===== config.mk =====
export PLATFORM = sky130hd
export DESIGN_NAME = fir_coeff_bram_reader_flat
export DESIGN_NICKNAME = d
export VERILOG_FILES = /design/src/rtl/fir_coeff_bram_reader_if.sv /design/src/rtl/fir_coeff_bram_reader.sv /design/src/flat_wrapper.sv
export SDC_FILE = /design/constraint.sdc
export NUM_CORES = 1
export LEC_CHECK = 0
export ABC_AREA = 0
export CORE_ASPECT_RATIO = 0.8
export CORE_UTILIZATION = 55
export DETAILED_ROUTE_END_ITERATION = 10
export PLACE_DENSITY = 0.8
export SYNTH_ARGS = -nofsm -noshare
export SYNTH_HDL_FRONTEND = slang
export SYNTH_SLANG_ARGS = --single-unit

===== constraint.sdc =====
create_clock -name clk -period 10.3 [get_ports clk]
set_input_delay 1.03 -clock clk [delete_from_list [all_inputs] [get_ports clk]]
set_output_delay 1.03 -clock clk [all_outputs]
set_load 0.02 [all_outputs]

===== src/rtl/fir_coeff_bram_reader_if.sv =====
// Bundle for the coefficient reader: BRAM port A, coefficient stream and load control.
// The master side is the reader; the slave side is the BRAM plus the FIR.
interface fir_coeff_bram_reader_if #(
    parameter int unsigned ADDR_W = 10,
    parameter int unsigned DATA_W = 32
);
    logic              load_req;
    logic              busy;
    logic              bram_en_a;
    logic              bram_we;
    logic [ADDR_W-1:0] bram_addr;
    logic [DATA_W-1:0] bram_wr_data;
    logic [DATA_W-1:0] bram_rd_data;
    logic [DATA_W-1:0] coeff_data;
    logic [ADDR_W-1:0] coeff_idx;
    logic              coeff_valid;
    logic              coeff_ready;
    logic              coeff_commit;

    modport master (
        input  load_req, bram_rd_data, coeff_ready,
        output busy, bram_en_a, bram_we, bram_addr, bram_wr_data,
        output coeff_data, coeff_idx, coeff_valid, coeff_commit
    );

    modport slave (
        output load_req, bram_rd_data, coeff_ready,
        input  busy, bram_en_a, bram_we, bram_addr, bram_wr_data,
        input  coeff_data, coeff_idx, coeff_valid, coeff_commit
    );
endinterface


===== src/rtl/fir_coeff_bram_reader.sv =====
// Streams NUM_COEFFS words from BRAM port A into the FIR shadow bank, then pulses commit.
// Reads are credit-limited so the RD_LAT+2 deep output FIFO can never overflow.
module fir_coeff_bram_reader #(
    parameter int unsigned ADDR_W     = 10,
    parameter int unsigned DATA_W     = 32,
    parameter int unsigned NUM_COEFFS = 1024,
    parameter int unsigned RD_LAT     = 2
) (
    input logic                     clk,
    input logic                     rst,
    fir_coeff_bram_reader_if.master bus
);
    localparam int unsigned FIFO_DEPTH = RD_LAT + 2;
    localparam int unsigned PTR_W      = $clog2(FIFO_DEPTH);
    localparam int unsigned CNT_W      = $clog2(FIFO_DEPTH + 1);
    localparam logic [ADDR_W-1:0] LAST_IDX = ADDR_W'(NUM_COEFFS - 1);
    localparam logic [PTR_W-1:0]  LAST_PTR = PTR_W'(FIFO_DEPTH - 1);

    localparam logic [1:0] StIdle   = 2'd0;
    localparam logic [1:0] StFetch  = 2'd1;
    localparam logic [1:0] StDrain  = 2'd2;
    localparam logic [1:0] StCommit = 2'd3;

    logic [1:0]        state_q, state_d;
    logic              pending_q, pending_d;
    logic [ADDR_W-1:0] addr_q, addr_d;
    logic [ADDR_W-1:0] idx_q, idx_d;
    logic [RD_LAT-1:0] vld_q, vld_d;
    logic [DATA_W-1:0] mem_q [FIFO_DEPTH];
    logic [DATA_W-1:0] mem_d [FIFO_DEPTH];
    logic [PTR_W-1:0]  wr_ptr_q, wr_ptr_d;
    logic [PTR_W-1:0]  rd_ptr_q, rd_ptr_d;
    logic [CNT_W-1:0]  fifo_cnt_q, fifo_cnt_d;

    logic        start;
    logic        fetching;
    logic        issue;
    logic        last_issue;
    logic        push;
    logic        pop;
    logic        last_pop;
    logic        fifo_nonempty;
    int unsigned inflight;

    // The first read goes out in the load_req cycle itself so the first word lands RD_LAT+1 later.
    always_comb begin
        inflight = 0;
        for (int k = 0; k < RD_LAT; k++) begin
            inflight = inflight + 32'(vld_q[k]);
        end
        fifo_nonempty = (fifo_cnt_q != '0);
        start         = (state_q == StIdle) && (bus.load_req || pending_q);
        fetching      = start || (state_q == StFetch);
        issue         = fetching && ((32'(fifo_cnt_q) + inflight) < FIFO_DEPTH);
        last_issue    = issue && (addr_q == LAST_IDX);
        push          = vld_q[RD_LAT-1];
        pop           = fifo_nonempty && bus.coeff_ready;
        last_pop      = pop && (idx_q == LAST_IDX);
    end

    always_comb begin
        state_d = state_q;
        case (state_q)
            StIdle:   if (start) state_d = last_issue ? StDrain : StFetch;
            StFetch:  if (last_issue) state_d = StDrain;
            StDrain:  if (last_pop) state_d = StCommit;
            StCommit: state_d = StIdle;
            default:  state_d = StIdle;
        endcase

        pending_d = pending_q;
        if (start) begin
            pending_d = 1'b0;
        end
        if (bus.load_req && (state_q != StIdle)) begin
            pending_d = 1'b1;
        end

        addr_d = addr_q;
        if (issue) begin
            addr_d = last_issue ? '0 : addr_q + 1'b1;
        end

        idx_d = idx_q;
        if (pop) begin
            idx_d = last_pop ? '0 : idx_q + 1'b1;
        end

        vld_d[0] = issue;
        for (int k = 1; k < RD_LAT; k++) begin
            vld_d[k] = vld_q[k-1];
        end
    end

    always_comb begin
        mem_d    = mem_q;
        wr_ptr_d = wr_ptr_q;
        rd_ptr_d = rd_ptr_q;
        if (push) begin
            mem_d[wr_ptr_q] = bus.bram_rd_data;
            wr_ptr_d        = (wr_ptr_q == LAST_PTR) ? '0 : wr_ptr_q + 1'b1;
        end
        if (pop) begin
            rd_ptr_d = (rd_ptr_q == LAST_PTR) ? '0 : rd_ptr_q + 1'b1;
        end
        fifo_cnt_d = fifo_cnt_q + CNT_W'(push) - CNT_W'(pop);
    end

    always_ff @(posedge clk or posedge rst) begin
        if (rst) begin
            state_q    <= StIdle;
            pending_q  <= 1'b0;
            addr_q     <= '0;
            idx_q      <= '0;
            vld_q      <= '0;
            mem_q      <= '{default: '0};
            wr_ptr_q   <= '0;
            rd_ptr_q   <= '0;
            fifo_cnt_q <= '0;
        end else begin
            state_q    <= state_d;
            pending_q  <= pending_d;
            addr_q     <= addr_d;
            idx_q      <= idx_d;
            vld_q      <= vld_d;
            mem_q      <= mem_d;
            wr_ptr_q   <= wr_ptr_d;
            rd_ptr_q   <= rd_ptr_d;
            fifo_cnt_q <= fifo_cnt_d;
        end
    end

    assign bus.bram_en_a    = issue;
    assign bus.bram_we      = 1'b0;
    assign bus.bram_addr    = addr_q;
    assign bus.bram_wr_data = '0;
    assign bus.coeff_valid  = fifo_nonempty;
    assign bus.coeff_data   = fifo_nonempty ? mem_q[rd_ptr_q] : '0;
    assign bus.coeff_idx    = idx_q;
    assign bus.coeff_commit = (state_q == StCommit);
    assign bus.busy         = (state_q != StIdle);
endmodule


===== src/flat_wrapper.sv =====
// flat-port wrapper written by rule: the top's interface ports become plain ports
module fir_coeff_bram_reader_flat 
#(
    parameter int unsigned ADDR_W     = 10,
    parameter int unsigned DATA_W     = 32,
    parameter int unsigned NUM_COEFFS = 1024,
    parameter int unsigned RD_LAT     = 2
)
  (clk, rst, bus_load_req, bus_bram_rd_data, bus_coeff_ready, bus_busy, bus_bram_en_a, bus_bram_we, bus_bram_addr, bus_bram_wr_data, bus_coeff_data, bus_coeff_idx, bus_coeff_valid, bus_coeff_commit);
  fir_coeff_bram_reader_if #(.ADDR_W(ADDR_W), .DATA_W(DATA_W)) bus_i ();
  input logic clk;
  input logic rst;
  input wire logic [$bits(bus_i.load_req)-1:0] bus_load_req;
  input wire logic [$bits(bus_i.bram_rd_data)-1:0] bus_bram_rd_data;
  input wire logic [$bits(bus_i.coeff_ready)-1:0] bus_coeff_ready;
  output wire logic [$bits(bus_i.busy)-1:0] bus_busy;
  output wire logic [$bits(bus_i.bram_en_a)-1:0] bus_bram_en_a;
  output wire logic [$bits(bus_i.bram_we)-1:0] bus_bram_we;
  output wire logic [$bits(bus_i.bram_addr)-1:0] bus_bram_addr;
  output wire logic [$bits(bus_i.bram_wr_data)-1:0] bus_bram_wr_data;
  output wire logic [$bits(bus_i.coeff_data)-1:0] bus_coeff_data;
  output wire logic [$bits(bus_i.coeff_idx)-1:0] bus_coeff_idx;
  output wire logic [$bits(bus_i.coeff_valid)-1:0] bus_coeff_valid;
  output wire logic [$bits(bus_i.coeff_commit)-1:0] bus_coeff_commit;
  assign bus_i.load_req = bus_load_req;
  assign bus_i.bram_rd_data = bus_bram_rd_data;
  assign bus_i.coeff_ready = bus_coeff_ready;
  assign bus_busy = bus_i.busy;
  assign bus_bram_en_a = bus_i.bram_en_a;
  assign bus_bram_we = bus_i.bram_we;
  assign bus_bram_addr = bus_i.bram_addr;
  assign bus_bram_wr_data = bus_i.bram_wr_data;
  assign bus_coeff_data = bus_i.coeff_data;
  assign bus_coeff_idx = bus_i.coeff_idx;
  assign bus_coeff_valid = bus_i.coeff_valid;
  assign bus_coeff_commit = bus_i.coeff_commit;
  fir_coeff_bram_reader #(.ADDR_W(ADDR_W), .DATA_W(DATA_W), .NUM_COEFFS(NUM_COEFFS), .RD_LAT(RD_LAT)) u_core (.clk(clk), .rst(rst), .bus(bus_i));
endmodule

* Yosys cells after proc, flatten, opt, wreduce, memory -nomap -nowiden
Index checks and enable logic that the tools add are counted.
** Operators by class
- Add/subtract/negate cells :: 8
- Order comparisons :: 4
- Equality and inequality tests :: 10
- Mux-type cells :: 18
- Bitwise operators :: 2
- Reductions and logical operators :: 14
** Operators by type and width (number)
- $bwmux W128 :: 1
- $mux W32 :: 4
- $bmux W32 S2 :: 1
- $demux W32 S2 :: 1
- $add A3 B32 Y32 :: 1
- $lt A32 B3 Y1 const B :: 1
- $add A10 B1 Y10 const B :: 2
- $eq A10 B10 Y1 const B :: 2
- $mux W10 :: 2
- $mux W2 :: 6
- $eq A2 B2 Y1 const B :: 4
- $pmux W2 S4 :: 1
- $logic_and A1 B1 Y1 :: 7
- $ge A3 B3 Y1 const B :: 2
- $ne A2 B1 Y1 const B :: 3
- $not A2 Y3 :: 2
- $add A2 B1 Y2 const B :: 2
- $reduce_bool A2 Y1 :: 2
- $add A3 B1 Y3 :: 1
- $lt A3 B1 Y1 const B :: 1
- $reduce_and A3 Y1 :: 1
- $reduce_bool A3 Y1 :: 1
- $sub A3 B1 Y3 :: 1
- $add A1 B1 Y2 :: 1
- other kinds (4) :: 6
** Word-level totals
- Flip-flop bits (word level) :: 160
- Output and inout port bits :: 89
- Logic and storage cells :: 68

* Logic depth before layout (Yosys ltp)
- Depth after elaboration :: 8
- Depth in mapped cells :: 9
- Mapped depth without buffers :: 9

* Worst setup path after synthesis
Ideal clock, no wire load.
- Path kind :: reg2out
- From :: register u_core.rd_ptr_q[0]
- To :: output bus_coeff_data[10]
- Data arrival time :: 1.566 ns
- Data required time :: 9.270 ns
- Path slack :: 7.704 ns
- Stages on the path, launching flop included :: 5
- Buffers on the path :: 2
- Cell sequence :: dfrtp_1 buf_2 buf_2 mux4_2 and2_1
** Between the ends
- Longest elaborated chain between the ends :: 5
** Ends and longest elaborated chain
- from (decl) :: line fir_coeff_bram_reader.sv:32 : logic [PTR_W-1:0] rd_ptr_q, rd_ptr_d;
- from (signal assigned) :: line fir_coeff_bram_reader.sv:128 : rd_ptr_q <= rd_ptr_d;
- $not A2 Y3 (not written as such) :: line fir_coeff_bram_reader.sv:138 : assign bus.coeff_data = fifo_nonempty ? mem_q[rd_ptr_q] : '0;
- $bmux W32 S2 :: line fir_coeff_bram_reader.sv:138
- $mux W32 (not written as such) (2 in series) :: line fir_coeff_bram_reader.sv:138
- $mux W32 :: line fir_coeff_bram_reader.sv:138
- to (decl) :: line flat_wrapper.sv:21 : output wire logic [$bits(bus_i.coeff_data)-1:0] bus_coeff_data;
Every way passes these cells. The select of a mux whose other input is x is not followed.

* Final worst setup path
- From :: register u_core.rd_ptr_q[0]
- To :: output bus_coeff_data[6]
Same word-level chain as after synthesis.

==> reports/results.ini <==
[worst_setup_path]
critPathMaxFanout=23
cp_cell_sequence=buf_4 -> mux4_2 -> and2_1 -> clkdlybuf4s50_1
end_kind=output port
cp_slowest_cell=dfrtp_2
max_stage_delay_ps=600
path_class=flop to output port
required_ps=9270
crit_arrival_ps=2820
startpoint_type=flop

[global_route]
grt_pass1_wl_um=24000
overflow=0
antenna_found_initial=0
grt_max_degree=98
grtUsageTotal=0.222
grt_pass1_vias=4755

[detailed_routing]
first_pass_iters=4
remaining_drc_errors=0
routedWlPerCell_um=17.9
routed-via-count=4457
initialDrtViolationCount=147
ant_nets=0
via_per_inst=5.45
routed_wl_um=14700

[job]
cap_violations=0

[clocking]
root_buffer=clkbuf_16
h-tree-depth=4
clock_path_buffers=2
post_cts_buffers=0
clk_latency_ps=420
cts_hold_buffers=0
cts_inserted_buffers=17
ctsResizeCount=0
cts_tree=built
cts.sinks=160
clk_pin_slew_worst_paths_ps=60

[power]
p_sw_frac=0.332
clock_power_share=0.198
ir_worst_vdd_mv=0.212
power_switching_mw=1.10
power.density_nw_per_um2=362
p_int_mw=2.22
p_seq_frac=0.347
power_mw=3.32
comb_power_share=0.456
p_leak_nw=3.87

[final_layout]
finish.net_count=678
syn2layout_area_growth_pct=20.8
num_antenna_cells=0
final_cells=818
drive_gt1_frac=0.329
nFillCells=915

[sta]
skew_ps=5.35
final.setup.tns_ps=0
tightest_slew_ps=939
hold_violations=0
rsz0062_at_grt=no
slew_headroom=0.372
fmax_mhz=259
setup_viol=0
post-route-min-period_ps=3850
period_share=0.374
fin_ws_ps=6450
slew_viol_final=0
hold_ws_ps=410

[logic_synthesis]
synth_ff_type=dfrtp_1
yosys-top-cells-area=dfrtp_1 53%, mux2_2 19%, mux4_2 9.5%, buf_4 3.3%, and2_1 2.6%
synth_top_area_cell=dfrtp_1
synth.distinct_cells=44
ys_seq_elements=160
synth_async_sr_flop_share=1.00
netlist_instances=537
synth-edff-count=0
netlist.area_leader.share=0.527
ys_seq_area_frac=0.527
synthesis.area_um2=7600
synth_warnings=0
synth.avg_cell_area_um2=14.1

[worst_hold_path]
hp-class=flop to flop

[floorplanning]
die_height_um=107
die_x_um=133
core_um2=13500
ios=125
die-area_um2=14300
initial_core_util=0.563
num_rows=38

[placement]
gp_congestion=0.748
dp_slack_ps=6670
hpwl_um=9070
place_inst=786
portBuffers=91

[run_status]
outcome=finished clean

[area by class of cell]
type / count / area [µm²] / share of cell area
timing repair buffer: 93 / 926 / 0.101
sequential: 160 / 4010 / 0.437
tap: 180 / 225 / 0.0245
multi-input combinational: 337 / 3320 / 0.362
clock buffer: 23 / 498 / 0.0543
clock inverter: 9 / 129 / 0.0140
inverter: 16 / 65.1 / 0.00709
[synth_stat cells (4+ instances only)]
library cell  number
buf_4             33
dfrtp_1          160
mux2_2           128
and2_1            32
xnor2_1           11
inv_1             13
mux4_2            32
xor2_1             4
nor2_1            10
clkbuf_1           7
buf_1             12
buf_2              4
nand2_1           18
ha_1              16
o21ai_0            7
nand3_1           10
[cell usage in the layout (no fill, tap or decap), types with 2 or more instances in the layout]
cell type	count
a21o_1	2
a21oi_1	2
and2_1	32
buf_4	2
bufinv_16	3
clkbuf_16	17
clkbuf_8	5
clkdlybuf4s50_1	91
clkinv_2	3
clkinvlp_4	2
conb_1	33
dfrtp_1	158
dfrtp_2	2
ha_1	16
inv_1	12
inv_2	3
mux2_2	128
mux4_2	32
nand2_1	14
nand2_2	5
nand3_1	10
nand4_1	3
nor2_1	10
nor3_1	3
o21ai_0	7
o21ai_1	2
o2bb2ai_1	2
or3_1	3
xnor2_1	11
xor2_1	4
[layer usage]
metal,wire length (µm),vias to the layer above,global-route usage
li1,-,2029,-
met4,178,0,0.0779
met1,6600,2311,0.294
met5,0,-,0
met3,562,19,0.0492
met2,7320,98,0.364
[per-stage QoR]
stage               cell area (µm²)  utilization
CTS                            9170        0.679
global placement               8550        0.633
global route                   9170        0.679
detailed placement             8550        0.633
floorplan                      7720            -
finish                         9170        0.679
[power by group through the flow]
stage	Sequential (mW)	Combinational, mW	Clock (mW)
6_report	1.15	1.51	0.657
5_1_grt	1.19	1.63	0.693
4_1_cts	1.15	1.54	0.666
3_5_place_dp	1.16	1.53	0
3_3_place_gp	1.13	1.48	0
2_1_floorplan	1.09	1.05	0
[final timing paths]
kind	slack, ps	to	cells after the start	from
worst max-delay path	6450	bus_coeff_data[6]	4	u_core.rd_ptr_q[0]
worst min-delay path	410	u_core.vld_q[1]	0	u_core.vld_q[0]
worst max register to register	7660	u_core.fifo_cnt_q[2]	9	u_core.fifo_cnt_q[2]
worst min register to register	410	u_core.vld_q[1]	0	u_core.vld_q[0]
max in group asynchronous	7780	u_core.mem_q[127]	3	rst
min in group asynchronous	1170	u_core.bus.bram_addr[6]	2	rst
[flip-flops by register name (all words and copies together) (netlist names)]
| name | cells |
|---|---|
| u_core.bus.bram_addr | 10 |
| u_core.bus.coeff_idx | 10 |
| u_core.fifo_cnt_q | 3 |
| u_core.mem_q | 128 |
| u_core.pending_q | 1 |
| u_core.rd_ptr_q | 2 |
| u_core.state_q | 2 |
| u_core.vld_q | 2 |
| u_core.wr_ptr_q | 2 |
[critical path, delay by kind of cell, from the launching register on]
family                 cells  cell delay (ps)
buffers and inverters      2             1040
flip-flops                 1              600
multiplexers               1              560
AND/OR/NAND/NOR            1              190
[logic make-up after synthesis]
logic type               share of synthesized area
multiplexers                                 0.286
flip-flops                                   0.527
AND/OR/NAND/NOR                             0.0644
buffers and inverters                       0.0525
AO/OA/AOI/OAI                               0.0234
adder cells (fa/ha/maj)                     0.0290
XOR/XNOR                                    0.0173
other                                     0.000494
Power figures use the tool's default switching activity.
==> patch (config.mk and constraints unchanged) <==
`ADDR_W` is set to 10 in 3 places; all go to 12.
--- a/src/rtl/fir_coeff_bram_reader_if.sv
+++ b/src/rtl/fir_coeff_bram_reader_if.sv
@@ -2,5 +2,5 @@
 // The master side is the reader; the slave side is the BRAM plus the FIR.
 interface fir_coeff_bram_reader_if #(
-    parameter int unsigned ADDR_W = 10,
+    parameter int unsigned ADDR_W = 12,
     parameter int unsigned DATA_W = 32
 );
--- a/src/rtl/fir_coeff_bram_reader.sv
+++ b/src/rtl/fir_coeff_bram_reader.sv
@@ -2,5 +2,5 @@
 // Reads are credit-limited so the RD_LAT+2 deep output FIFO can never overflow.
 module fir_coeff_bram_reader #(
-    parameter int unsigned ADDR_W     = 10,
+    parameter int unsigned ADDR_W     = 12,
     parameter int unsigned DATA_W     = 32,
     parameter int unsigned NUM_COEFFS = 1024,
--- a/src/flat_wrapper.sv
+++ b/src/flat_wrapper.sv
@@ -2,5 +2,5 @@
 module fir_coeff_bram_reader_flat 
 #(
-    parameter int unsigned ADDR_W     = 10,
+    parameter int unsigned ADDR_W     = 12,
     parameter int unsigned DATA_W     = 32,
     parameter int unsigned NUM_COEFFS = 1024,
Interface: changed (resized bus_bram_addr and bus_coeff_idx); port bits go from 125 to 129. No check against the original RTL was run, so the function may have changed too.
==> patch against the unedited design <==
  * Wire length increased by 6.2%
  * Sequential share of layout area increased by 0.41 points
  * Cell area increased by 1.5%
  * Synthesized area increased by 2.4%
  * Hold slack got worse by 0.018 ns
  * Critical path type is now input pin to output pin
  * Sequential cell count increased by 4
  * Highest routed layer unchanged
  * Power decreased by 1.8%
  * Largest power group unchanged
  * Setup slack got worse by 0.14 ns
  * Largest cell class unchanged
==> patch: results (changes against the unedited design) <==
\begin{tabular}{lr}
\hline
Metric & Value \\
\hline
\multicolumn{2}{l}{\textbf{Drt}} \\
\quad Number of DRC violations after detailed-routing iteration 0 & 228 (+55\%) \\
\quad Met1 wire length & 7110 um (+7.7\%) \\
\multicolumn{2}{l}{\textbf{Logic synthesis}} \\
\quad Seq/Total Area, Yosys & 52.8\% (+0.058 points) \\
\quad Synthesized-area fraction occupied by ao, oa, aoi and oai cells & 2.25\% (-0.087 points) \\
\quad Syn\_area\_per\_cell & 13.9 um2 (-1.5\%) \\
\quad Adder and majority gate portion of the synthesized area & 2.83\% (-0.068 points) \\
\quad Area share of xor/xnor cells in the synthesized design & 2.03\% (+0.30 points) \\
\quad Most instantiated cells after synthesis & dfrtp\_1 (164), mux2\_2 (129), buf\_4 (33) \\
\multicolumn{2}{l}{\textbf{Critical path}} \\
\quad Setup slack of the most critical reg-to-reg path & 7.07 ns (-0.59 ns) \\
\quad CP endpoint & bus\_bram\_en\_a \\
\quad Largest fanout on the critical path & 7 (-70\%) \\
\multicolumn{2}{l}{\textbf{Global route}} \\
\quad Met2 layer usage reported by global route & 35.8\% (-0.60 points) \\
\quad GRT met1 Usage & 31.9\% (+2.5 points) \\
\quad First-pass GRT wire length & 25200 um (+4.7\%) \\
\multicolumn{2}{l}{\textbf{Finish}} \\
\quad Footprint of the flip-flops and latches & 4110 um2 (+2.5\%) \\
\quad Number of filler cells placed in the layout & 976 (+6.7\%) \\
\quad Number of nets in the layout & 703 (+3.7\%) \\
\quad Fraction of area in non-clock buffers & 10.4\% (+0.28 points) \\
\quad Area growth, synth to finish & 19.8\% \\
\quad Multi-input gate area & 3410 um2 (+2.5\%) \\
\quad Count of multi-input gates & 354 (+5.0\%) \\
\quad Number of flip-flops and latches & 164 (+2.5\%) \\
\quad Clock buffer cells & 21 (-8.7\%) \\
\multicolumn{2}{l}{\textbf{Placement}} \\
\quad HPWL after detailed placement & 9760 um (+7.6\%) \\
\quad GP Congestion & 0.822 (+9.9\%) \\
\quad Total of buffers placed on input and output ports & 95 (+4.4\%) \\
\multicolumn{2}{l}{\textbf{Pwr}} \\
\quad Leakage component of the power & 3.98 nW (+2.8\%) \\
\multicolumn{2}{l}{\textbf{STA}} \\
\quad Worst Tran Pin Value & 1.16 ns (+0.218 ns) \\
\quad Max Clock Skew & 0.00498 ns (-0.000370 ns) \\
\multicolumn{2}{l}{\textbf{Outcome}} \\
\quad Status & finished clean \\
\hline
\end{tabular}
-- patch: cell count changes after synthesis, moves of 2 or more --
cell / unedited run / this run
inv_1: 13 / 16
nor2_1: 10 / 16
dfrtp_1: 160 / 164
nor3_1: 3 / 6
xnor2_1: 11 / 13
inv_2: 3 / 0
o21a_1: 0 / 2
and3_1: 1 / 3
-- patch: where the power goes --
part           total, mW  internal, mW  switching (mW)
logic               1.50         0.864           0.638
clock network      0.587         0.341           0.246
registers           1.17         0.950           0.224
total               3.26          2.16            1.11
-- patch: through the flow --
stage / hold WS, ns / util, % / setup WS [ns]
3_3_place_gp: 0.382 / 64.0 / 6.38
6_report: 0.391 / 68.0 / 6.31
3_5_place_dp: 0.383 / 64.0 / 6.33
5_1_grt: 0.405 / 68.0 / 6.16
2_1_floorplan: 0.360 / - / 4.84
4_1_cts: 0.397 / 68.0 / 6.25
-- patch: cell families (layout without fill, tap and decap cells) --
logic type                 Yosys count  in the layout
AOI/OAI and AO/OA                   25             25
xor gates and xnor gates            18             18
adders and majority gates           17             17
buffers and inverters               72            145
DFF                                164            164
muxes                              161            161
other                                1             33
and+or+nand+nor                    100            100
-- patch: how the worst min path moves through the flow --
| stage | slack, ns | start | to |
|---|---|---|---|
| 6_report | 0.39 | u_core.vld_q[0] | u_core.vld_q[1] |
| 4_1_cts | 0.40 | u_core.vld_q[0] | u_core.vld_q[1] |
| 5_1_grt | 0.40 | u_core.vld_q[0] | u_core.vld_q[1] |
| 3_5_place_dp | 0.38 | u_core.vld_q[0] | u_core.vld_q[1] |
| 3_3_place_gp | 0.38 | u_core.vld_q[0] | u_core.vld_q[1] |
| 2_1_floorplan | 0.36 | u_core.vld_q[0] | u_core.vld_q[1] |
